## config.mk

```make
export PLATFORM = sky130hd
export DESIGN_NAME = serial_subtractor_flat
export DESIGN_NICKNAME = d
export VERILOG_FILES = /design/src/rtl/arith_pkg.sv /design/src/rtl/serial_subtractor_if.sv /design/src/rtl/full_subtractor.sv /design/src/rtl/serial_subtractor.sv /design/src/flat_wrapper.sv
export SDC_FILE = /design/constraint.sdc
export NUM_CORES = 1
export LEC_CHECK = 0
export CAP_MARGIN = 40
export CORE_MARGIN = 8
export CORE_UTILIZATION = 45
export CTS_BUF_LIST = sky130_fd_sc_hd__clkbuf_8 sky130_fd_sc_hd__clkbuf_16
export DETAILED_ROUTE_END_ITERATION = 7
export GPL_TIMING_DRIVEN = 0
export HOLD_SLACK_MARGIN = 0.15
export PLACE_DENSITY = 0.73
export SYNTH_ARGS = -nofsm -noshare
export SYNTH_HDL_FRONTEND = slang
export SYNTH_SLANG_ARGS = --single-unit
```

## constraint.sdc

```tcl
create_clock -name clk -period 3.8 [get_ports clk]
set_input_delay 0.38 -clock clk [delete_from_list [all_inputs] [get_ports clk]]
set_output_delay 0.38 -clock clk [all_outputs]
set_load 0.05 [all_outputs]
```

## src/rtl/arith_pkg.sv

```systemverilog
// Shared arithmetic-library types: sequencer states and the
// default operand width also used by the combinational adder.
package arith_pkg;

  localparam int ARITH_DATA_WIDTH = 4;

  typedef enum logic [1:0] {
    ST_IDLE,
    ST_RUN,
    ST_DONE
  } sub_state_t;

endpackage

```

## src/rtl/serial_subtractor_if.sv

```systemverilog
// Operand/result handshake bundle for serial_subtractor.
// The ovf signal exists only when SUB_OVERFLOW_EN is defined.
interface serial_subtractor_if
  import arith_pkg::*;
#(
  parameter int DATA_WIDTH = ARITH_DATA_WIDTH
);

  logic                  in_valid;
  logic                  in_ready;
  logic [DATA_WIDTH-1:0] a;
  logic [DATA_WIDTH-1:0] b;
  logic                  bin;
  logic                  out_valid;
  logic                  out_ready;
  logic [DATA_WIDTH-1:0] diff;
  logic                  bout;
`ifdef SUB_OVERFLOW_EN
  logic                  ovf;

  modport master (
    output in_valid, a, b, bin, out_ready,
    input  in_ready, out_valid, diff, bout, ovf
  );

  modport slave (
    input  in_valid, a, b, bin, out_ready,
    output in_ready, out_valid, diff, bout, ovf
  );
`else
  modport master (
    output in_valid, a, b, bin, out_ready,
    input  in_ready, out_valid, diff, bout
  );

  modport slave (
    input  in_valid, a, b, bin, out_ready,
    output in_ready, out_valid, diff, bout
  );
`endif

endinterface

```

## src/rtl/full_subtractor.sv

```systemverilog
// Combinational 1-bit full-subtractor cell: d = a - b - bin.
module full_subtractor (
  input  logic a,
  input  logic b,
  input  logic bin,
  output logic d,
  output logic bout
);

  assign d    = a ^ b ^ bin;
  assign bout = (~a & b) | (~(a ^ b) & bin);

endmodule

```

## src/rtl/serial_subtractor.sv

```systemverilog
// Bit-serial a - b - bin, one bit per clock, LSB first.
// Define SUB_OVERFLOW_EN to add the signed overflow flag.
module serial_subtractor
  import arith_pkg::*;
#(
  parameter  int DATA_WIDTH = ARITH_DATA_WIDTH,
  localparam int CNT_W      = $clog2(DATA_WIDTH)
) (
  input  logic                 clk,
  input  logic                 rst_n,
  serial_subtractor_if.slave   bus
);

  localparam int MSB = DATA_WIDTH - 1;
  localparam logic [CNT_W-1:0] CNT_LAST = CNT_W'(MSB);

  sub_state_t state;
  sub_state_t state_nxt;

  logic [DATA_WIDTH-1:0] a_q;
  logic [DATA_WIDTH-1:0] b_q;
  logic [DATA_WIDTH-1:0] diff_q;
  logic [CNT_W-1:0]      cnt;
  logic                  brw;
  logic                  bout_q;

  logic a_bit;
  logic b_bit;
  logic d_bit;
  logic brw_nxt;
  logic last;
  logic accept;
  logic run;

  assign a_bit  = a_q[cnt];
  assign b_bit  = b_q[cnt];
  assign last   = (cnt == CNT_LAST);
  assign run    = (state == ST_RUN);
  assign accept = (state == ST_IDLE) & bus.in_valid;

  full_subtractor u_cell (
    .a    (a_bit),
    .b    (b_bit),
    .bin  (brw),
    .d    (d_bit),
    .bout (brw_nxt)
  );

  always_comb begin
    state_nxt = state;
    unique case (state)
      ST_IDLE: if (bus.in_valid)  state_nxt = ST_RUN;
      ST_RUN:  if (last)          state_nxt = ST_DONE;
      ST_DONE: if (bus.out_ready) state_nxt = ST_IDLE;
      default:                    state_nxt = ST_IDLE;
    endcase
  end

  always_ff @(posedge clk or negedge rst_n) begin
    if (!rst_n) state <= ST_IDLE;
    else        state <= state_nxt;
  end

  // diff is built in place; it is only meaningful once in DONE
  always_ff @(posedge clk or negedge rst_n) begin
    if (!rst_n) begin
      a_q    <= '0;
      b_q    <= '0;
      diff_q <= '0;
      cnt    <= '0;
      brw    <= 1'b0;
      bout_q <= 1'b0;
    end else if (accept) begin
      a_q <= bus.a;
      b_q <= bus.b;
      brw <= bus.bin;
      cnt <= '0;
    end else if (run) begin
      diff_q[cnt] <= d_bit;
      brw         <= brw_nxt;
      cnt         <= last ? '0 : cnt + CNT_W'(1);
      if (last) bout_q <= brw_nxt;
    end
  end

`ifdef SUB_OVERFLOW_EN
  logic ovf_q;

  // on the last bit d_bit is the result MSB
  always_ff @(posedge clk or negedge rst_n) begin
    if (!rst_n) begin
      ovf_q <= 1'b0;
    end else if (run && last) begin
      ovf_q <= (a_q[MSB] ^ b_q[MSB]) & (a_q[MSB] ^ d_bit);
    end
  end

  assign bus.ovf = ovf_q;
`endif

  assign bus.in_ready  = (state == ST_IDLE);
  assign bus.out_valid = (state == ST_DONE);
  assign bus.diff      = diff_q;
  assign bus.bout      = bout_q;

endmodule
```

## src/flat_wrapper.sv

```systemverilog
// flat-port wrapper written by rule: the top's interface ports become plain ports
module serial_subtractor_flat import arith_pkg::*;
#(
  parameter  int DATA_WIDTH = ARITH_DATA_WIDTH,
  localparam int CNT_W      = $clog2(DATA_WIDTH)
)
  (clk, rst_n, bus_in_valid, bus_a, bus_b, bus_bin, bus_out_ready, bus_in_ready, bus_out_valid, bus_diff, bus_bout);
  serial_subtractor_if #(.DATA_WIDTH(DATA_WIDTH)) bus_i ();
  input  logic clk;
  input  logic rst_n;
  input wire logic [$bits(bus_i.in_valid)-1:0] bus_in_valid;
  input wire logic [$bits(bus_i.a)-1:0] bus_a;
  input wire logic [$bits(bus_i.b)-1:0] bus_b;
  input wire logic [$bits(bus_i.bin)-1:0] bus_bin;
  input wire logic [$bits(bus_i.out_ready)-1:0] bus_out_ready;
  output wire logic [$bits(bus_i.in_ready)-1:0] bus_in_ready;
  output wire logic [$bits(bus_i.out_valid)-1:0] bus_out_valid;
  output wire logic [$bits(bus_i.diff)-1:0] bus_diff;
  output wire logic [$bits(bus_i.bout)-1:0] bus_bout;
  assign bus_i.in_valid = bus_in_valid;
  assign bus_i.a = bus_a;
  assign bus_i.b = bus_b;
  assign bus_i.bin = bus_bin;
  assign bus_i.out_ready = bus_out_ready;
  assign bus_in_ready = bus_i.in_ready;
  assign bus_out_valid = bus_i.out_valid;
  assign bus_diff = bus_i.diff;
  assign bus_bout = bus_i.bout;
  serial_subtractor #(.DATA_WIDTH(DATA_WIDTH)) u_core (.clk(clk), .rst_n(rst_n), .bus(bus_i));
endmodule
```

==> metrics.txt, run 1 <==
run status=completed; commonest non-fill, non-tap cells in the layout=clkdlybuf4s50_1 (19), dfrtp_1 (18), mux2_2 (12), inv_1 (6); first-pass GRT wire length=roughly 2800 um; CP bufs+invs=2; Die Ht=approximately 60 um; Starting Density=around 46%; vias per std cell=5.12; CP Depth=3; final hold viol count=0; DR DRC count=0; Leak Pwr=a little under 0.5 nW; DP HPWL=1260 um; die footprint=between 3000 and 4000 sq um; die width=around 60 um; via count of the routed design=~560; endpoints failing setup=0; max_cap viols=0; clk_lat worst skew=about 250 ps; share of post-route cells with drive strength above 1=around 24%; Root Driver=clkbuf_8; hold buffers post-CTS=0; startpoint types=flip-flop; global-route usage over all layers=roughly a tenth; most common cell after layout, fill and taps aside=clkdlybuf4s50_1; Core Area=about 1900 sq um; crit end category=output port; Clock Sinks=18; DRT iter0 DRCs=9; Register Area=roughly 450 sq um; CP Class=reg -> out; syn_area_per_cell=14.2 sq um; H-tree depth=1; Top Family by Delay on Critical Path=buffers and inverters; maximum clock insertion buffer count=2; clk slew on worst S/H paths=around 70 ps; largest net degree at the start of global routing=19; post-route cell area=1130 sq um; FF-to-FF path depth=3; clock group share of total power=12.1%; Ys Warns=0; Yosys cell types=18; pre-CTS setup slack=roughly 1700 ps; hold depth=1; Syn-to-layout area delta=30.6%; Slew headroom=47.2%; setup_tns=0 ps; final net count=roughly 100; Power Total=~1.1 mW; Max Freq=between 400 and 500 MHz; post-CTS sizing=0; crit path cell chain=or2b_2, inv_1, clkdlybuf4s50_1; input/output buffers=19; worst setup margin=~1500 ps; Worst EP arrival=around 1900 ps; # rows=16; initial antenna violation count=0; sequential element share of the synthesized area=around 52%; Min-Delay Path Class=reg -> reg; Seq pwr share=33.9%; setup bufs post-CTS=0; Tmin final=roughly 2300 ps; internal power=roughly 0.64 mW; Net Count, Synth=79; RSZ-0062 raised after global routing=no; Max Slew Vio Count=0; TritonRoute pass-1 iters=4; CTS Buf Count=3; average wire per standard cell=14.6 um; Post-Route WL=around 1600 um; antenna viol nets, final=0; flops & latches, synth=18; placed inst area=approximately 1100 sq um; CTS tree=built; I/O pin count=20; Layout Utilization=roughly 60%; gr ovfl total=0; switching share of total power=roughly 40%; Required @ worst endpoint=between 3000 and 4000 ps; clk_skew=between 6 and 7 ps; peak supply drop=around 0.00047 V; period utilisation layout=between 60% and 70%; mapped cell area=about 870 sq um; Cells after Synth=61; Multi-input gate area=383 sq um; CP Max Fanout=9; Comb power frac=between 50 and 60%; switching pwr=approximately 0.43 mW; vias in the first global route=around 640; Tightest Pin Transition=789 ps; Critical Path Max Stage Delay=just under 800 ps; Pwr Density=947 nW/um^2; GPL Wtd Cong=around 0.69; # fillers=~170; n_diodes=0; CP max-delay cell=clkdlybuf4s50_1
## logic make-up (layout without fill, tap and decap cells)
| group | count (synthesis) | count (layout) | share of synthesized area [%] |
|---|---|---|---|
| mux | 15 | 15 | 21.9 |
| flops | 18 | 18 | 51.9 |
| compound gates | 6 | 6 | 5.19 |
| fa+ha+maj | 5 | 5 | 8.08 |
| buf+inv | 7 | 29 | 3.90 |
| simple gates | 10 | 10 | 8.95 |
## state kept, by name, summed over array words and instances (netlist names)
signal	count
u_core.a_q	4
u_core.bus.diff	4
u_core.brw	1
u_core.cnt	2
u_core.b_q	4
u_core.state	2
u_core.bus.bout	1
## path summary, 6_finish.rpt
kind,from,endpoint,slack [ps]
setup / recovery,u_core.state[1],bus_out_valid,1480
hold reg to reg,u_core.a_q[2],u_core.a_q[2],500
max in group asynchronous,rst_n,u_core.a_q[1],2720
hold / removal,u_core.a_q[2],u_core.a_q[2],500
min in group asynchronous,rst_n,u_core.bus.diff[1],590
setup reg to reg,u_core.cnt[0],u_core.bus.diff[2],1750
## cells in the mapped netlist
cell type | instances | area [sq um]
a21oi_1 | 1 | 5.00
a222oi_1 | 1 | 10.0
a22o_1 | 2 | 17.5
buf_6 | 1 | 11.3
dfrtp_1 | 18 | 450
fa_1 | 1 | 20.0
ha_1 | 4 | 50.1
inv_1 | 6 | 22.5
mux2_2 | 12 | 135
mux2i_1 | 1 | 10.0
mux4_2 | 2 | 45.0
nand3b_1 | 4 | 30.0
nor2_1 | 2 | 7.51
nor2b_1 | 2 | 12.5
nor3b_4 | 1 | 18.8
o21ai_0 | 1 | 5.00
o21bai_1 | 1 | 7.51
or2b_2 | 1 | 8.76
## cell type report
type | instances | area share, %
multi-input combinational | 36 | 33.8
buffer | 1 | 0.994
clock buffer | 3 | 3.65
timing repair buffer | 19 | 16.8
sequential | 18 | 39.8
inverter | 6 | 1.99
tap | 27 | 2.98
## metrics by stage
step                hold slack (ps)  cells
detailed placement              493    107
finish                          502    110
floorplan                      84.4     61
CTS                             507    110
global placement                487    107
global route                    527    110
## routing by layer
layer | GRT usage (%) | routed length, um
met1 | 10.7 | 612
met2 | 18.6 | 873
met3 | 3.01 | 77
met4 | 7.14 | 38
met5 | 0 | 0
## power groups by stage
| stage | sequential [mW] | combinational (mW) | clock (mW) |
|---|---|---|---|
| 2_1_floorplan | 0.444 | 0.342 | 0 |
| 3_3_place_gp | 0.361 | 0.577 | 0 |
| 3_5_place_dp | 0.371 | 0.588 | 0 |
| 4_1_cts | 0.367 | 0.589 | 0.135 |
| 5_1_grt | 0.380 | 0.639 | 0.141 |
| 6_report | 0.363 | 0.579 | 0.130 |
No activity file was read; power rests on OpenSTA's default activity.
==> run 2: changes to the inputs <==
--- a/config.mk
+++ b/config.mk
@@ -7,7 +7,7 @@
 export LEC_CHECK = 0
 export CAP_MARGIN = 40
 export CORE_MARGIN = 8
-export CORE_UTILIZATION = 45
+export CORE_UTILIZATION = 43
 export CTS_BUF_LIST = sky130_fd_sc_hd__clkbuf_8 sky130_fd_sc_hd__clkbuf_16
 export DETAILED_ROUTE_END_ITERATION = 7
 export GPL_TIMING_DRIVEN = 0
==> constraint.sdc (replaced) <==
create_clock -name clk -period 1.9 [get_ports clk]
set_input_delay 0.19 -clock clk [delete_from_list [all_inputs] [get_ports clk]]
set_output_delay 0.19 -clock clk [all_outputs]
set_load 0.05 [all_outputs]
==> run 2 against run 1 <==
- sequential power increased by 98%
- worst hold slack worse by 97 ps
- total power is 100% higher
- critical path type is now reg -> reg
- largest cell class unchanged
- clock-buffer cell count did not move
- via count shrank 1.6%
- utilization down 0.96 points
- design area rose by 1.5%
==> metrics.txt, run 2 (synthesis results as in run 1) <==
Worst EP arrival=1960 ps (+20 ps); Top Family by Delay on Critical Path=multiplexers; RSZ-0062 raised after global routing=no; Min-Delay Path Class=in -> async; worst r2r src=u_core.cnt[0]; max_cap viols=0 (unchanged); CTS tree=built; vias in the first global route=653 (+1.9%); CTS Buf Count=3 (unchanged); Power Total=2.19 mW (+100%); Core Area=1940 sq um (+3.2%); crit end category=flip-flop; run status=completed; largest net degree at the start of global routing=19 (unchanged); vias per std cell=4.95 (-3.4%); Pwr Density=1910 nW/um^2 (+100%); Root Driver=clkbuf_8; die footprint=3710 sq um (+3.4%); Die Ht=60.9 um (+1.7%); GPL Wtd Cong=0.706 (+1.8%); Critical Path Max Stage Delay=510 ps (-280 ps); input/output buffers=19 (unchanged); antenna viol nets, final=0 (unchanged); DR DRC count=0 (unchanged); commonest non-fill, non-tap cells in the layout=clkdlybuf4s50_1 (17), dfrtp_1 (17), mux2_2 (12), inv_1 (5); startpoint types=flip-flop; global-route usage over all layers=10.9% (+0.21 points); I/O pin count=20 (unchanged); TritonRoute pass-1 iters=5 (+1); CP max-delay cell=mux4_2; endpoints failing setup=0 (unchanged); CP Class=reg -> reg; maximum clock insertion buffer count=2 (unchanged); Max Freq=about 550 MHz; Leak Pwr=0.504 nW (+2.2%); # rows=16 (unchanged); first-pass GRT wire length=2900 um (+4.2%); worst r2r dst=u_core.bus.diff[3]; Tmin final=about 1800 ps; H-tree depth=1 (unchanged); final net count=105 (+1.9%); clk_skew=1.29 ps (-4.97 ps); Post-Route WL=1610 um (+0.37%); Syn-to-layout area delta=32.6%; DP HPWL=1270 um (+0.12%); CP Max Fanout=4 (-5); peak supply drop=0.000884 V (+88%); r2r setup slk=70 ps (-1680 ps); Tightest Pin Transition=792 ps (+2.78 ps); Max Slew Vio Count=0 (unchanged); clk_lat worst skew=250 ps (about the same); DRT iter0 DRCs=3 (-6); via count of the routed design=554 (-1.6%); share of post-route cells with drive strength above 1=29.4% (+5.3 points); clk slew on worst S/H paths=60 ps (about the same); CP bufs+invs=1 (-1); Clock Sinks=18 (unchanged); Required @ worst endpoint=2030 ps (-1390 ps); Slew headroom=47.0% (-0.19 points); initial antenna violation count=0 (unchanged); gr ovfl total=0 (unchanged); Starting Density=44.7% (-1.4 points); die width=60.9 um (+1.7%); Critical path origin=u_core.cnt[0]; FF-to-FF path depth=4 (+1); average wire per standard cell=14.3 um (-1.4%); period utilisation layout=approximately 96%; n_diodes=0 (unchanged); Layout Utilization=59.2% (-0.96 points); final hold viol count=0 (unchanged); crit path cell chain=mux4_2, inv_2, fa_2, mux2_2
-- run 2: cell count changes in the layout (fill, tap and decap cells not counted), sizes merged --
cell,before,now
buf,1,3
dlygate4sd2,0,1
clkdlybuf4s50,19,17
clkdlybuf4s15,0,1
-- run 2: per-stage QoR --
stage / cell area, sq um / worst slack (ps) / std cells / setup TNS (ps) / hold slack (ps)
6_report: 1150 / 69.7 / 112 / 0 / 405
3_5_place_dp: 1090 / -146 / 107 / -670 / 492
2_1_floorplan: 867 / 3.02 / 61 / 0 / -106
4_1_cts: 1150 / 17.6 / 112 / 0 / 434
5_1_grt: 1150 / 5.11 / 112 / 0 / 463
3_3_place_gp: 1090 / -129 / 107 / -563 / 486
-- run 2: what timing repair did --
action / CTS / global route
hold buffers: 0 / 0
endpoints found under the setup margin: 7 / 5
setup buffers: 2 / 0
pin swaps: 0 / 1
gates resized for setup: 4 / 2
-- run 2: worst max path at each step --
stage | endpoint | cells past startpoint
final | u_core.bus.diff[3] | 4
after global placement | u_core.bus.diff[0] | 3
after detailed placement | u_core.bus.diff[0] | 3
after CTS | u_core.bus.diff[3] | 4
after floorplan | u_core.bus.diff[3] | 3
after global routing | bus_out_valid | 3
-- run 2: area by class of cell --
class / count / area, sq um
Buffer: 1 / 11.3
Clock buffer: 3 / 41.3
Inverter: 6 / 22.5
Multi-Input combinational cell: 36 / 385
Tap cell: 27 / 33.8
Sequential cell: 18 / 452
Fill cell: 168 / 792
Timing Repair Buffer: 21 / 204
-- run 2: per-layer routing --
metal  share of wire [%]  wire, um  track usage (%)
met1                  42       667             12.1
met5                   0         0                0
met2                  51       818             17.3
met3                 4.5        73             2.97
met4                 2.9        47             7.97
-- run 2: where the power goes --
group	total [mW]	switching (mW)	leakage (nW)	internal [mW]
logic	1.22	0.624	0.271	0.598
registers	0.719	0.132	0.212	0.586
clock network	0.253	0.113	0.0216	0.140
total	2.19	0.869	0.504	1.32
